### config.mk
export PLATFORM = sky130hd
export DESIGN_NAME = time_display
export DESIGN_NICKNAME = d
export VERILOG_FILES = /design/src/rtl/game_pkg.sv /design/src/rtl/seg7_decode.sv /design/src/rtl/time_display.sv
export SDC_FILE = /design/constraint.sdc
export NUM_CORES = 1
export LEC_CHECK = 0
export ABC_AREA = 0
export BUFFER_PORTS_ARGS = -buffer_cell sky130_fd_sc_hd__buf_2
export CORE_ASPECT_RATIO = 0.5
export CORE_MARGIN = 1
export CORE_UTILIZATION = 30
export DETAILED_ROUTE_END_ITERATION = 8
export GPL_TIMING_DRIVEN = 1
export PLACE_DENSITY_LB_ADDON = 0.25
export SLEW_MARGIN = 20
export SYNTH_ARGS = -nofsm -noshare
export SYNTH_HDL_FRONTEND = slang
export SYNTH_HIERARCHICAL = 1
export SYNTH_SLANG_ARGS = --single-unit
### constraint.sdc
create_clock -name CLOCK10M -period 2.35 [get_ports CLOCK10M]
set_input_delay 0.3525 -clock CLOCK10M [delete_from_list [all_inputs] [get_ports CLOCK10M]]
set_output_delay 0.3525 -clock CLOCK10M [all_outputs]
set_load 0.005 [all_outputs]
### src/rtl/game_pkg.sv
// Shared types and constants for the game clock display path.
// Segment codes are {g,f,e,d,c,b,a}, active-low.
package game_pkg;

    typedef enum logic [1:0] {
        IDLE,
        CONV,
        LATCH
    } state_t;

    localparam int unsigned NUM_DIGITS = 4;
    localparam int unsigned BCD_W      = 4 * NUM_DIGITS;

    localparam logic [6:0] SEG_BLANK = 7'b1111111;

    // Index n holds the code for digit n.
    localparam logic [9:0][6:0] SEG_DIGIT = {
        7'b0010000,  // 9
        7'b0000000,  // 8
        7'b1111000,  // 7
        7'b0000010,  // 6
        7'b0010010,  // 5
        7'b0011001,  // 4
        7'b0110000,  // 3
        7'b0100100,  // 2
        7'b1111001,  // 1
        7'b1000000   // 0
    };

endpackage

### src/rtl/seg7_decode.sv
// BCD digit to active-low 7-segment code, with a blanking override.
// Purely combinational; the parent registers the result.
module seg7_decode
    import game_pkg::*;
(
    input  logic [3:0] bcd,
    input  logic       blank,
    output logic [6:0] seg_c
);

    always_comb begin
        seg_c = SEG_BLANK;
        if (!blank) begin
            case (bcd)
                4'd0:    seg_c = SEG_DIGIT[0];
                4'd1:    seg_c = SEG_DIGIT[1];
                4'd2:    seg_c = SEG_DIGIT[2];
                4'd3:    seg_c = SEG_DIGIT[3];
                4'd4:    seg_c = SEG_DIGIT[4];
                4'd5:    seg_c = SEG_DIGIT[5];
                4'd6:    seg_c = SEG_DIGIT[6];
                4'd7:    seg_c = SEG_DIGIT[7];
                4'd8:    seg_c = SEG_DIGIT[8];
                4'd9:    seg_c = SEG_DIGIT[9];
                default: seg_c = SEG_BLANK;
            endcase
        end
    end

endmodule

### src/rtl/time_display.sv
// Tenths-of-a-second count to BCD (sequential double-dabble) and four
// active-low 7-segment displays showing SSS.T with leading-zero blanking.
module time_display
    import game_pkg::*;
#(
    parameter int unsigned CNT_W  = 10,
    parameter int unsigned DIGITS = NUM_DIGITS
) (
    input  logic                  CLOCK10M,
    input  logic                  KEY0,
    input  logic [CNT_W-1:0]      counter_in,
    input  logic                  freeze,
    output logic [4*DIGITS-1:0]   bcd_out,
    output logic                  valid,
    output logic                  busy,
    output logic [6:0]            HEX3,
    output logic [6:0]            HEX2,
    output logic [6:0]            HEX1,
    output logic [6:0]            HEX0
);

    localparam int unsigned FIELD_W = 4 * DIGITS;
    localparam int unsigned SR_W    = FIELD_W + CNT_W;
    localparam int unsigned ITER_W  = $clog2(CNT_W);

    state_t              state;
    logic [CNT_W-1:0]    in_q;
    logic [CNT_W-1:0]    last_val;
    logic [SR_W-1:0]     sr;
    logic [SR_W-1:0]     sr_adj;
    logic [ITER_W-1:0]   iter;
    logic [FIELD_W-1:0]  field;
    logic [3:0]          dig3;
    logic [3:0]          dig2;
    logic [3:0]          dig1;
    logic [3:0]          dig0;
    logic                blank3;
    logic                blank2;
    logic [6:0]          seg3_c;
    logic [6:0]          seg2_c;
    logic [6:0]          seg1_c;
    logic [6:0]          seg0_c;

    assign field  = sr[SR_W-1:CNT_W];
    assign dig3   = field[12 +: 4];
    assign dig2   = field[8 +: 4];
    assign dig1   = field[4 +: 4];
    assign dig0   = field[0 +: 4];
    assign blank3 = (dig3 == 4'd0);
    assign blank2 = blank3 && (dig2 == 4'd0);

    // Add-3 correction on every BCD nibble that is 5 or more, before the shift.
    always_comb begin
        sr_adj = sr;
        for (int d = 0; d < int'(DIGITS); d++) begin
            if (sr[CNT_W + 4*d +: 4] >= 4'd5) begin
                sr_adj[CNT_W + 4*d +: 4] = sr[CNT_W + 4*d +: 4] + 4'd3;
            end
        end
    end

    seg7_decode u_seg3 (.bcd(dig3), .blank(blank3), .seg_c(seg3_c));
    seg7_decode u_seg2 (.bcd(dig2), .blank(blank2), .seg_c(seg2_c));
    seg7_decode u_seg1 (.bcd(dig1), .blank(1'b0),   .seg_c(seg1_c));
    seg7_decode u_seg0 (.bcd(dig0), .blank(1'b0),   .seg_c(seg0_c));

    // Input capture, conversion FSM and registered display outputs.
    always_ff @(posedge CLOCK10M or negedge KEY0) begin
        if (!KEY0) begin
            state    <= IDLE;
            in_q     <= '0;
            last_val <= '0;
            sr       <= '0;
            iter     <= '0;
            bcd_out  <= '0;
            valid    <= 1'b0;
            busy     <= 1'b0;
            HEX3     <= SEG_BLANK;
            HEX2     <= SEG_BLANK;
            HEX1     <= SEG_DIGIT[0];
            HEX0     <= SEG_DIGIT[0];
        end else begin
            in_q  <= counter_in;
            valid <= 1'b0;
            case (state)
                IDLE: begin
                    if ((in_q != last_val) && !freeze) begin
                        sr       <= SR_W'(in_q);
                        last_val <= in_q;
                        iter     <= '0;
                        busy     <= 1'b1;
                        state    <= CONV;
                    end
                end
                CONV: begin
                    sr   <= {sr_adj[SR_W-2:0], 1'b0};
                    iter <= iter + ITER_W'(1);
                    if (iter == ITER_W'(CNT_W - 1)) begin
                        state <= LATCH;
                    end
                end
                LATCH: begin
                    bcd_out <= field;
                    HEX3    <= seg3_c;
                    HEX2    <= seg2_c;
                    HEX1    <= seg1_c;
                    HEX0    <= seg0_c;
                    valid   <= 1'b1;
                    busy    <= 1'b0;
                    state   <= IDLE;
                end
                default: begin
                    state <= IDLE;
                end
            endcase
        end
    end

endmodule

## After elaboration in Yosys (flattened, before gate mapping)

Memories as Yosys holds them, arrays and structs flattened. A register that Yosys moved wholly into a read port is not among the register bits.
Index checks and enable logic that the tools add are counted.

- Reduce and logical (&&, ||, !) cells: 14
- Add/sub/neg operators: 5
- Muxes and demuxes: 16
- $lt $le $gt $ge: 4
- Equality and inequality tests: 6

Operators by type and width:

| cell | count |
|---|---|
| $pmux W26 S2 | 1 |
| $mux W26 | 1 |
| $ge A4 B3 Y1 const B | 4 |
| $mux W4 | 4 |
| $mux W7 | 2 |
| $add A4 B2 Y4 const B | 3 |
| $ne A10 B10 Y1 | 1 |
| $logic_not A4 Y1 | 2 |
| $pmux W4 S2 | 1 |
| $reduce_and A2 Y1 | 4 |
| $add A4 B1 Y4 const B | 1 |
| $eq A4 B4 Y1 const B | 1 |
| $mux W2 | 2 |
| $ne A2 B2 Y1 const B | 2 |
| $pmux W2 S2 | 1 |
| $reduce_bool A2 Y1 | 2 |
| $add A3 B2 Y3 const B | 1 |
| $logic_not A1 Y1 | 3 |
| $mux W3 | 1 |
| $eq A2 B1 Y1 const B | 1 |
| $eq A2 B2 Y1 const B | 1 |
| $logic_and A1 B1 Y1 | 2 |
| $logic_not A2 Y1 | 1 |
| $mux W1 | 2 |
| $pmux W1 S2 | 1 |

- Memories: 4
- Output and inout bits: 46
- Memory bits (read-only): 448
- Word-level logic and storage cells: 59
- Bits of input ports: 13
- Flip-flop bits (word level): 84

Memories:

| memory | words | width | read ports | clocked after Yosys merged registers in | write ports | RTL line | RTL |
|---|---|---|---|---|---|---|---|
| (name not given) | 16 | 7 | 1 | 1 | 0 | seg7_decode.sv:14 | `case (bcd)` |
| (name not given) | 16 | 7 | 1 | 1 | 0 | seg7_decode.sv:14 |  |
| (name not given) | 16 | 7 | 1 | 0 | 0 | seg7_decode.sv:14 |  |
| (name not given) | 16 | 7 | 1 | 0 | 0 | seg7_decode.sv:14 |  |

## Depth between registers and ports, before layout

Gate-level depths: netlist (run 1).

- Word-level depth: 4
- Depth in mapped cells: 7
- Depth with buffers taken out: 7

## Modules after synthesis

The synthesis (run 1) kept the hierarchy.

Modules (own cells, without submodules):

| module | seq. area each (sq um) | area each (sq um) | cells each | instances |
|---|---|---|---|---|
| time_display | 2472.4 | 4370.4 | 356 | 1 |
| seg7_decode (u_seg0 ...) | 0.0 | 235.2 | 33 | 3 |
| seg7_decode (u_seg2) | 0.0 | 252.7 | 35 | 1 |

## Least setup slack after synthesis (run 1)

Ideal clock, no wire load.

- Path kind: flip-flop to flip-flop
- Start: register sr[23]
- End: register HEX2[0]
- Data required time: 2291 ps
- Library setup time: 59 ps
- Slack: 232 ps
- Path buffers: 0
- Period minus slack after synthesis: 2118 ps
- Arrival: 2059 ps
- Cell stages (with the launch flop): 8
- Path through: dfrtp_1 -> inv_1 -> ha_1 -> nor3b_1 -> and3_1 -> nor2_1 -> a21oi_2 -> mux2_2

- Word-level cells in the longest chain between the ends: 3

Ends and longest elaborated chain:

| what | RTL line | RTL |
|---|---|---|
| start, declared | time_display.sv:29 | `logic [SR_W-1:0] sr;` |
| start signal, assigned | time_display.sv:88 | `sr <= SR_W'(in_q);` |
| start signal, assigned | time_display.sv:96 | `sr <= {sr_adj[SR_W-2:0], 1'b0};` |
| $logic_not A4 Y1 | time_display.sv:49 | `assign blank3 = (dig3 == 4'd0);` |
| via blank3 | time_display.sv:37 | `logic blank3;` |
| $logic_and A1 B1 Y1 | time_display.sv:50 | `assign blank2 = blank3 && (dig2 == 4'd0);` |
| via blank2 | time_display.sv:38 | `logic blank2;` |
| $mux W7 | seg7_decode.sv:13 | `if (!blank) begin` |
| via seg2_c[0] | time_display.sv:40 | `logic [6:0] seg2_c;` |
| end signal, assigned | time_display.sv:105 | `HEX2 <= seg2_c;` |
| end, declared | time_display.sv:17 | `output logic [6:0] HEX2,` |

The timed path passes the listed nets, and every way through them passes these cells.
A chain may end at the register's enable or synchronous reset.

## Worst setup path after layout (run 1)

- Start: register sr[23]
- End: register HEX2[6]

Same word-level chain as after synthesis.

==> results.cfg, run 1 <==
[power]
ir_worst_vdd_uv = 531.6
sequentialPowerShare_pct = 38.0
leakage_uw = 0.002861
p_comb_share_pct = 43.8
power.switching_uw = 3185
p_per_area_nw_per_um2 = 1291
p_sw_share_pct = 39.55
p_int_uw = 4867
power_frac_clock_pct = 18.2

[sta]
rsz0062_at_grt = no
worst_pin_slew_ps = 618.6
setup_viol = 0
drv_slew = 0
worst_clock_skew_ps = 10.83
max_freq_mhz = 513.3
slew_headroom_pct = 58.76
fin_crit_sh_pct = 82.90
hold_violations = 0
fin_tns_setup_ps = 0
finalCriticalPeriod_ps = 1948

[global_route]
antenna_found_initial = 0
grt_pass1_wl_um = 17880
grt_remaining_overflow = 0
grt_pass1_vias = 3473
grt_max_degree = 49
grt.total_usage_pct = 12.29

[critical_path]
cp-end-kind = flip-flop
cp-startpoint = sr[23]
worst_ep_required_time_ps = 2640
r2r_start = sr[23]
endpoint = HEX2[6]
ff2ff_setup_slack_ps = 400
crit_arrival_ps = 2240
start_kind = flip-flop
r2r_end = HEX2[6]
worstSetupPathType = flip-flop to flip-flop
r2r_cells = 7
cp_max_fo = 9

[cells_and_area]
utilization_pct = 35.94
layout.cells.non_filler = 802
nets = 607
syn_to_final_growth_pct = 17.07
final_layout_size_suffix_gt1_share_pct = 32.04
stdcell_area_um2 = 6238
diodes = 0
final_common_cell = dfrtp_1
final_cell_mix = 82 x dfrtp_1, 57 x buf_2, 56 x nand2_1, 46 x mux2_2, 31 x ha_1

[clock_network]
insertion_delay_ps = 350
htreeDepth = 3
ctsRootBufferMaster = clkbuf_16
post_cts_resized = 0
clockBufferDepth = 2
cts_tree = done
path_clk_slew_ps = 80
clock-sinks = 98
cts_made_buffers = 9

[place]
io_buffers = 58
dp_hpwl_um = 7422
place.gp.congestion = 0.7412
place_area_um2 = 5938
dpl.cell_count = 785

[synth]
synth_flop_cell = dfrtp_1
yosysSeqAreaShare_pct = 46.40
ys_ff_latch = 98
synth_enable_flop_cells = 0
ys_types = 46
async_flop_share_pct = 100.0
synth.avg_cell_area_um2 = 10.88
synthCells = 490
yosys_warnings = 6
syn_area_um2 = 5329

[routing]
vias = 3646
wire_per_inst_um = 13.33
drt_iter0_markers = 169
totalWireLength_um = 10690
vias_per_cell = 4.546
dr.pass1.iters = 4
route.detailed.drc = 0
ant_nets = 0

[floorplan]
die_h_um = 96.24
start_util_pct = 30.70
std_cell_rows = 34
dieArea_um2 = 18330
ios = 59
core_um2 = 17360
die_w_um = 190.5

[status]
status = complete, no violations

[job]
maxCapViolCount = 0

[hold_path]
hold_path.class = input port to flip-flop
hp-start = counter_in[7]
## layer usage
metal / track usage (%) / vias up / routed length (um)
met4: 2.800 / 0 / 82
met3: 2.880 / 7 / 288
met5: 0 / - / 0
li1: - / 1834 / -
met2: 18.85 / 43 / 4556
met1: 17.44 / 1762 / 5762
## how the worst min path moves through the flow
stage,to,slack (ps),cells past startpoint
detailed placement,bcd_out[14],350,1
global route,in_q[7],80,1
global placement,bcd_out[14],350,1
CTS,in_q[7],90,1
finish,in_q[7],100,1
floorplan,HEX0[0],60,0
## sequential cells by signal (all words and copies together) (netlist names)
register	flops
bcd_out	16
iter	4
valid	1
in_q	10
sr	26
HEX3	7
state	2
busy	1
HEX1	7
HEX0	7
last_val	10
HEX2	7
## cell families after synthesis
kind of cell / Yosys count / share of synthesized area, %
buf+inv: 48 / 4.813
flops: 98 / 46.40
xor+xnor: 19 / 3.123
fa+ha+maj: 31 / 7.279
other cells: 1 / 0.07037
compound gates: 106 / 13.90
mux: 50 / 10.47
simple gates: 137 / 13.95
## worst max-delay path: stages (launching register included)
cell	delay [ps]
dfrtp_1	480
inv_1	130
ha_1	210
nor3b_1	280
and3_1	370
nor2_1	120
a21oi_2	150
mux2_2	150
## layout make-up
cell class                 count  area (um2)
fill                        1785       11120
multi-input combinational    357        2656
sequential                    98        2472
timing repair buffer          74       440.4
tap                          234       292.8
clock buffer                   9       225.2
inverter                      23       86.33
clock inverter                 7       65.06
## metrics by stage
step | setup slack [ps] | total power [uW] | hold slack, ps
after CTS | 342.0 | 8198 | 86.66
after global routing | 163.2 | 8812 | 78.99
after floorplan | 231.6 | 5628 | 56.91
final | 401.8 | 8052 | 103.8
after global placement | 405.2 | 6605 | 348.6
after detailed placement | 355.9 | 6676 | 349.4
## cell usage after synthesis (9+ instances only)
cell	instances	share of area [%]
mux2_2	46	9.7
clkbuf_1	9	0.63
o22ai_1	10	1.2
xor2_1	15	2.5
dfrtp_1	82	39
a21oi_1	27	2.5
inv_1	23	1.6
o21ai_0	23	2.2
ha_1	31	7.3
buf_6	9	1.9
nand2b_1	17	2.0
dfstp_2	16	7.9
nor2_1	30	2.1
nand2_1	56	3.9
a311oi_1	9	1.5
## repair_timing
action / CTS / global route
hold endpoints to repair: 22 / 0
setup endpoints to repair: 0 / 0
setup buffers: 0 / 0
hold buffers: 1 / 0
## power groups by stage
stage,Combinational [uW],Clock (uW),Sequential [uW]
floorplan,2660,0,2970
global placement,3510,0,3100
detailed placement,3560,0,3110
CTS,3580,1530,3080
global route,4010,1580,3210
finish,3530,1460,3060
(Power assumes the default switching activity.)
==> run 2, diff against run 1 <==
- ABC_AREA: 0 -> 1
- clock period: 2.35 -> 1.92 ns (I/O delays scaled with it)
==> run 2 against run 1 <==
Compared with the run above:
- design area shrank 2.3%
- sequential share of layout area grew 0.94 points
- synthesized cell count grew 34%
- clock skew grew 5.1 ps
- critical path depth grew 1
- critical endpoint is now sr[19]
- register-to-register slack lost 140 ps
- count of clock-buffer cells in the layout grew 2
- routed wire length grew 3.9%
- synthesized area shrank 3.4%
- flip-flop and latch count is the same
- highest routed layer unchanged
==> results.cfg, run 2 <==
[status]
status = complete, no violations

[global_route]
antenna_found_initial = 0
busiest_layer = met2
grt.total_usage_pct = 13.47
grt_use_met3_pct = 3.605
grt_max_degree = 51
grt_remaining_overflow = 0
grt_pass1_vias = 3936
met2_usage_pct = 21.78
grtUsageMet1_pct = 17.93
grt_pass1_wl_um = 19110

[synth]
ys_ff_latch = 98
synth_flop_cell = dfrtp_1
synthCells = 657
syn_area_um2 = 5146
yosys.area.top_type = dfrtp_1
synth.avg_cell_area_um2 = 7.833
yosysMostFrequentCell = nand2_1
yosys_warnings = 6
ys_types = 29
yosysSeqAreaShare_pct = 48.04
synth_area_leaders = dfrtp_1 40%, nand2_1 19%, dfstp_2 8.2%, ha_1 7.5%, nand3_1 6.2%
netlist_top_cells_count = 266 x nand2_1, 82 x dfrtp_1, 64 x nand3_1
synth_enable_flop_cells = 0
yosysTopAreaCellShare_pct = 39.87
async_flop_share_pct = 100.0

[critical_path]
r2r_end = sr[19]
cp_max_fo = 8
path_buf_inv = 2
worst_ep_required_time_ps = 2170
crit_chain = inv_1 -> ha_1 -> inv_1 -> nor2_1 -> o21ai_0 -> or2_2 -> nand3_1 -> nand2_1
endpoint = sr[19]
worstSetupPathType = flip-flop to flip-flop
cp_slowest_cell = dfrtp_1
cp-end-kind = flip-flop
cpMostUsedCell = inv_1
max_stage_delay_ps = 460
crit_arrival_ps = 1910
cp-startpoint = sr[18]
r2r_cells = 8
start_kind = flip-flop
path_depth = 8
critical-path-top-delay-family = simple AND/OR/NAND/NOR gates
r2r_start = sr[18]
ff2ff_setup_slack_ps = 260

[cells_and_area]
regMostFlops = sr
syn_to_final_growth_pct = 18.43
largest_register_ffs = 26
nets = 765
final_cell_mix = 266 x nand2_1, 82 x dfrtp_1, 64 x nand3_1, 62 x inv_1, 57 x buf_2
final_common_cell = nand2_1
final_layout_size_suffix_gt1_share_pct = 17.91
reg.largest.list = sr (26), bcd_out (16)
diodes = 0

[sta]
fin_tns_setup_ps = 0
worst_pin_slew_ps = 702.8
fin_crit_sh_pct = 86.59
max_freq_mhz = 601.5
rsz0062_at_grt = no
slew_headroom_pct = 53.15
worst_clock_skew_ps = 15.92
drv_slew = 0
hold_violations = 0
finalCriticalPeriod_ps = 1662
setup_viol = 0

[routing]
vias_per_cell = 4.381
totalWireLength_um = 11110
route.detailed.drc = 0
wire_per_inst_um = 11.66
vias = 4175
dr.pass1.iters = 4
drt_iter0_markers = 168
ant_nets = 0

[floorplan]
die_h_um = 94.61
std_cell_rows = 33
start_util_pct = 31.08
dieArea_um2 = 17710
die_w_um = 187.2
ios = 59
core_um2 = 16560

[power]
leakage_uw = 0.003239
p_per_area_nw_per_um2 = 1626
finalPower_uw = 9910
ir_worst_vdd_uv = 533.5

[hold_path]
hold_path.class = input port to flip-flop

[clock_network]
cts_tree = done
insertion_delay_ps = 360
path_clk_slew_ps = 80
cts_hold_buf = 1
post_cts_buffers = 0
post_cts_resized = 0
clock-sinks = 98
cts_made_buffers = 9
htreeDepth = 3
clockBufferDepth = 2
ctsRootBufferMaster = clkbuf_16

[place]
io_buffers = 58
place.gp.congestion = 0.7993
dp_hpwl_um = 7804

[job]
maxCapViolCount = 0
-- run 2: cell count changes after synthesis, moves of 10 or more --
| cell | delta |
|---|---|
| nand3_1 | +63 |
| mux2_2 | -46 |
| nand2_1 | +210 |
| inv_2 | +10 |
| nand2b_1 | -17 |
| xor2_1 | -11 |
| o22ai_1 | -10 |
| inv_1 | +39 |
| a21oi_1 | -13 |
| nor2_1 | -13 |
| o21ai_0 | +21 |
-- run 2: worst register-to-register path, stage by stage, from the launching register on --
cell	delay (ps)
dfrtp_1	460
inv_1	160
ha_1	190
inv_1	60
nor2_1	120
o21ai_0	160
or2_2	310
nand3_1	70
nand2_1	60
-- run 2: final cells by class --
| class | count | area [um2] |
|---|---|---|
| Timing Repair Buffer | 71 | 442.9 |
| Inverter | 72 | 270.3 |
| Clock buffer | 11 | 232.7 |
| Sequential cell | 98 | 2472 |
| Fill cell | 1759 | 10460 |
| Tap cell | 227 | 284.0 |
| Multi-Input combinational cell | 469 | 2312 |
| Clock inverter | 5 | 80.08 |
-- run 2: kinds of logic (layout without fill, tap and decap cells) --
| logic type | count (synthesis) | after routing | synth area share [%] |
|---|---|---|---|
| other cells | 1 | 4 | 0.07287 |
| compound gates | 62 | 62 | 6.394 |
| flops | 98 | 98 | 48.04 |
| xor+xnor | 4 | 4 | 0.6807 |
| fa+ha+maj | 31 | 31 | 7.537 |
| buf+inv | 93 | 159 | 7.343 |
| simple gates | 368 | 368 | 29.93 |
-- run 2: worst min path at each step --
stage | startpoint | to | cells past startpoint
5_1_grt | counter_in[1] | in_q[1] | 1
3_5_place_dp | KEY0 | HEX0[2] | 1
3_3_place_gp | KEY0 | HEX0[2] | 1
2_1_floorplan | KEY0 | HEX0[0] | 0
6_report | counter_in[3] | in_q[3] | 1
4_1_cts | counter_in[3] | in_q[3] | 1
-- run 2: stage by stage --
stage / area [um2] / setup WS (ps) / hold slack [ps] / std cells / utilization (%)
6_report: 6095 / 257.6 / 45.42 / 953 / 36.81
3_5_place_dp: 5772 / 264.6 / 388.7 / 936 / 34.86
5_1_grt: 6095 / 58.38 / 29.92 / 953 / 36.81
2_1_floorplan: 5157 / 275.2 / -7.591 / 660 / -
4_1_cts: 6095 / 253.2 / 30.71 / 953 / 36.81
3_3_place_gp: 5772 / 317.3 / 391.3 / 936 / 34.86
-- run 2: routing by layer --
layer / vias to the layer above / wire length [um]
met4: 0 / 80
met3: 4 / 339
li1: 2165 / -
met5: - / 0
met2: 51 / 4879
met1: 1955 / 5812
-- run 2: report_power, final --
| part | leakage [uW] | internal (uW) | switching, uW |
|---|---|---|---|
| registers | 0.00117 | 2990 | 757 |
| clock network | 0.000146 | 1140 | 794 |
| logic | 0.00193 | 1700 | 2530 |
==> run 3, diff against run 2 <==
- SLEW_MARGIN: 20 -> not set
- clock period: 1.92 -> 1.61 ns (I/O delays scaled with it)
==> run 3 against run 2 <==
Compared with the run above:
- register-to-register slack worse by 120 ps
- first-iteration DRC count is 15% higher
- routed wire length is 1.0% higher
- count of clock-buffer cells in the layout is 3 higher
- sequential power is 15% higher
- clock skew is 5.9 ps lower
- design area is 3.8% higher
- setup slack worse by 120 ps
- die area stayed put
- fmax is 13% higher
- via count is 0.77% higher
==> results.cfg, run 3 (synthesis results as in run 2) <==
[sta]
drv_slew = 0
setup_ws_ps = 141.1
setup_viol = 0
finalCriticalPeriod_ps = 1469
max_freq_mhz = 680.8
hold_violations = 0
fin_crit_sh_pct = 91.23
worst_clock_skew_ps = 10.03
hold_slack_ps = 394.5

[clock_network]
cts_made_buffers = 9
htreeDepth = 3
cts_tree = done
clockBufferDepth = 2
clock-sinks = 98
ctsRootBufferMaster = clkbuf_16
insertion_delay_ps = 340
post_cts_buffers = 0
path_clk_slew_ps = 70

[routing]
route.detailed.drc = 0
wire_per_inst_um = 11.50
vias = 4207
ant_nets = 0
totalWireLength_um = 11230
top_layer_used = met4
wl_met1_um = 5796
wl_met3_um = 405
dr.pass1.iters = 4
vias_per_cell = 4.310
drt_iter0_markers = 194
met2_length_um = 4879

[floorplan]
dieArea_um2 = 17710
core_um2 = 16560
die_w_um = 187.2
die_h_um = 94.61
ios = 59
std_cell_rows = 33
start_util_pct = 31.08

[cells_and_area]
syn_to_final_growth_pct = 22.90
final_common_cell = nand2_1
regMostFlops = sr
final_cell_mix = 266 x nand2_1, 81 x dfrtp_1, 63 x nand3_1, 62 x inv_1, 57 x buf_2
final_layout_size_suffix_gt1_share_pct = 19.49
reg.largest.list = sr (26), bcd_out (16)
largest_register_ffs = 26
diodes = 0
nets = 788

[hold_path]
hp-start = freeze
hold_path.class = input port to flip-flop
min_to = last_val[5]
holdPathStages = 5

[place]
pre_cts_slack_ps = 73.77
dp_hpwl_um = 7934
io_buffers = 58
place.gp.congestion = 0.8292

[global_route]
antenna_found_initial = 0
grt.total_usage_pct = 13.81
grt_pass1_vias = 4138
grt_max_degree = 62
grt_pass1_wl_um = 19610
grt_remaining_overflow = 0

[critical_path]
cp_max_fo = 37
cp_slowest_cell = dfrtp_1
r2r_end = iter[2]
crit_arrival_ps = 1740
worstSetupPathType = flip-flop to flip-flop
start_kind = flip-flop
r2r_cells = 6
ff2ff_setup_slack_ps = 140
worst_ep_required_time_ps = 1880
r2r_start = in_q[5]
max_stage_delay_ps = 410
cp-end-kind = flip-flop
crit_chain = xor2_1 -> nor2_1 -> nand2_1 -> o21bai_4 -> buf_12 -> a21boi_1

[power]
leakage_uw = 0.003358
p_per_area_nw_per_um2 = 1901
ir_worst_vdd_uv = 592.8

[job]
maxCapViolCount = 0

[status]
status = complete, no violations
## run 3: cell types whose count changed in the layout (fill, tap and decap cells not counted), sizes merged
cell         previous run  this run
clkbuf                 11        14
dlygate4sd3             1        11
bufinv                  2         1
clkinvlp                2         0
buf                    70        83
## run 3: worst max-delay path by stage
stage	start	endpoint	slack, ps	depth (start not counted)
after floorplan	sr[19]	sr[19]	100	8
after global placement	sr[18]	sr[19]	120	8
after detailed placement	sr[23]	HEX2[2]	70	8
after CTS	sr[18]	sr[19]	50	8
after global routing	sr[23]	HEX2[5]	-20	8
final	in_q[5]	iter[2]	140	6
## run 3: critical path, delay by kind of cell (launching register included)
family | cells | cell delay [ps]
flops | 1 | 410
buf+inv | 1 | 210
compound gates | 2 | 370
simple gates | 2 | 200
xor+xnor | 1 | 180
## run 3: cell type report
cell class                      instances  area, um2
Inverter                               72      270.3
Timing Repair Buffer                   94      665.6
Tap cell                              227      284.0
Clock buffer                           14      254.0
Sequential cell                        98       2474
Multi-Input combinational cell        469       2338
Clock inverter                          2      38.79
Fill cell                            1716      10230
## run 3: metrics by stage
step | cells | instance area (um2) | util (%) | setup TNS [ps] | power, uW
floorplan | 660 | 5164 | - | 0 | 7980
global placement | 949 | 5901 | 35.64 | 0 | 9794
detailed placement | 949 | 5901 | 35.64 | 0 | 9861
CTS | 976 | 6304 | 38.07 | 0 | 12150
global route | 976 | 6325 | 38.20 | -42.17 | 13370
finish | 976 | 6325 | 38.20 | 0 | 12020
## run 3: layer usage
layer  GRT usage [%]  vias up
met1           17.97     1941
li1                -     2207
met3           3.605       12
met5               0        -
met2           22.18       47
met4           5.260        0
## run 3: repair_timing
action                                 CTS  global route
endpoints found under the hold margin   26             0
resized for setup                        0             6
setup endpoints to repair                0            13
hold buffers                            11             0
## run 3: power by group
group	internal (uW)	leakage, uW	switching (uW)	total (uW)
sequential	3570	0.00117	731	4300
clock	1250	0.000141	915	2170
combinational	2250	0.00205	3300	5550
total	7080	0.00336	4940	12000
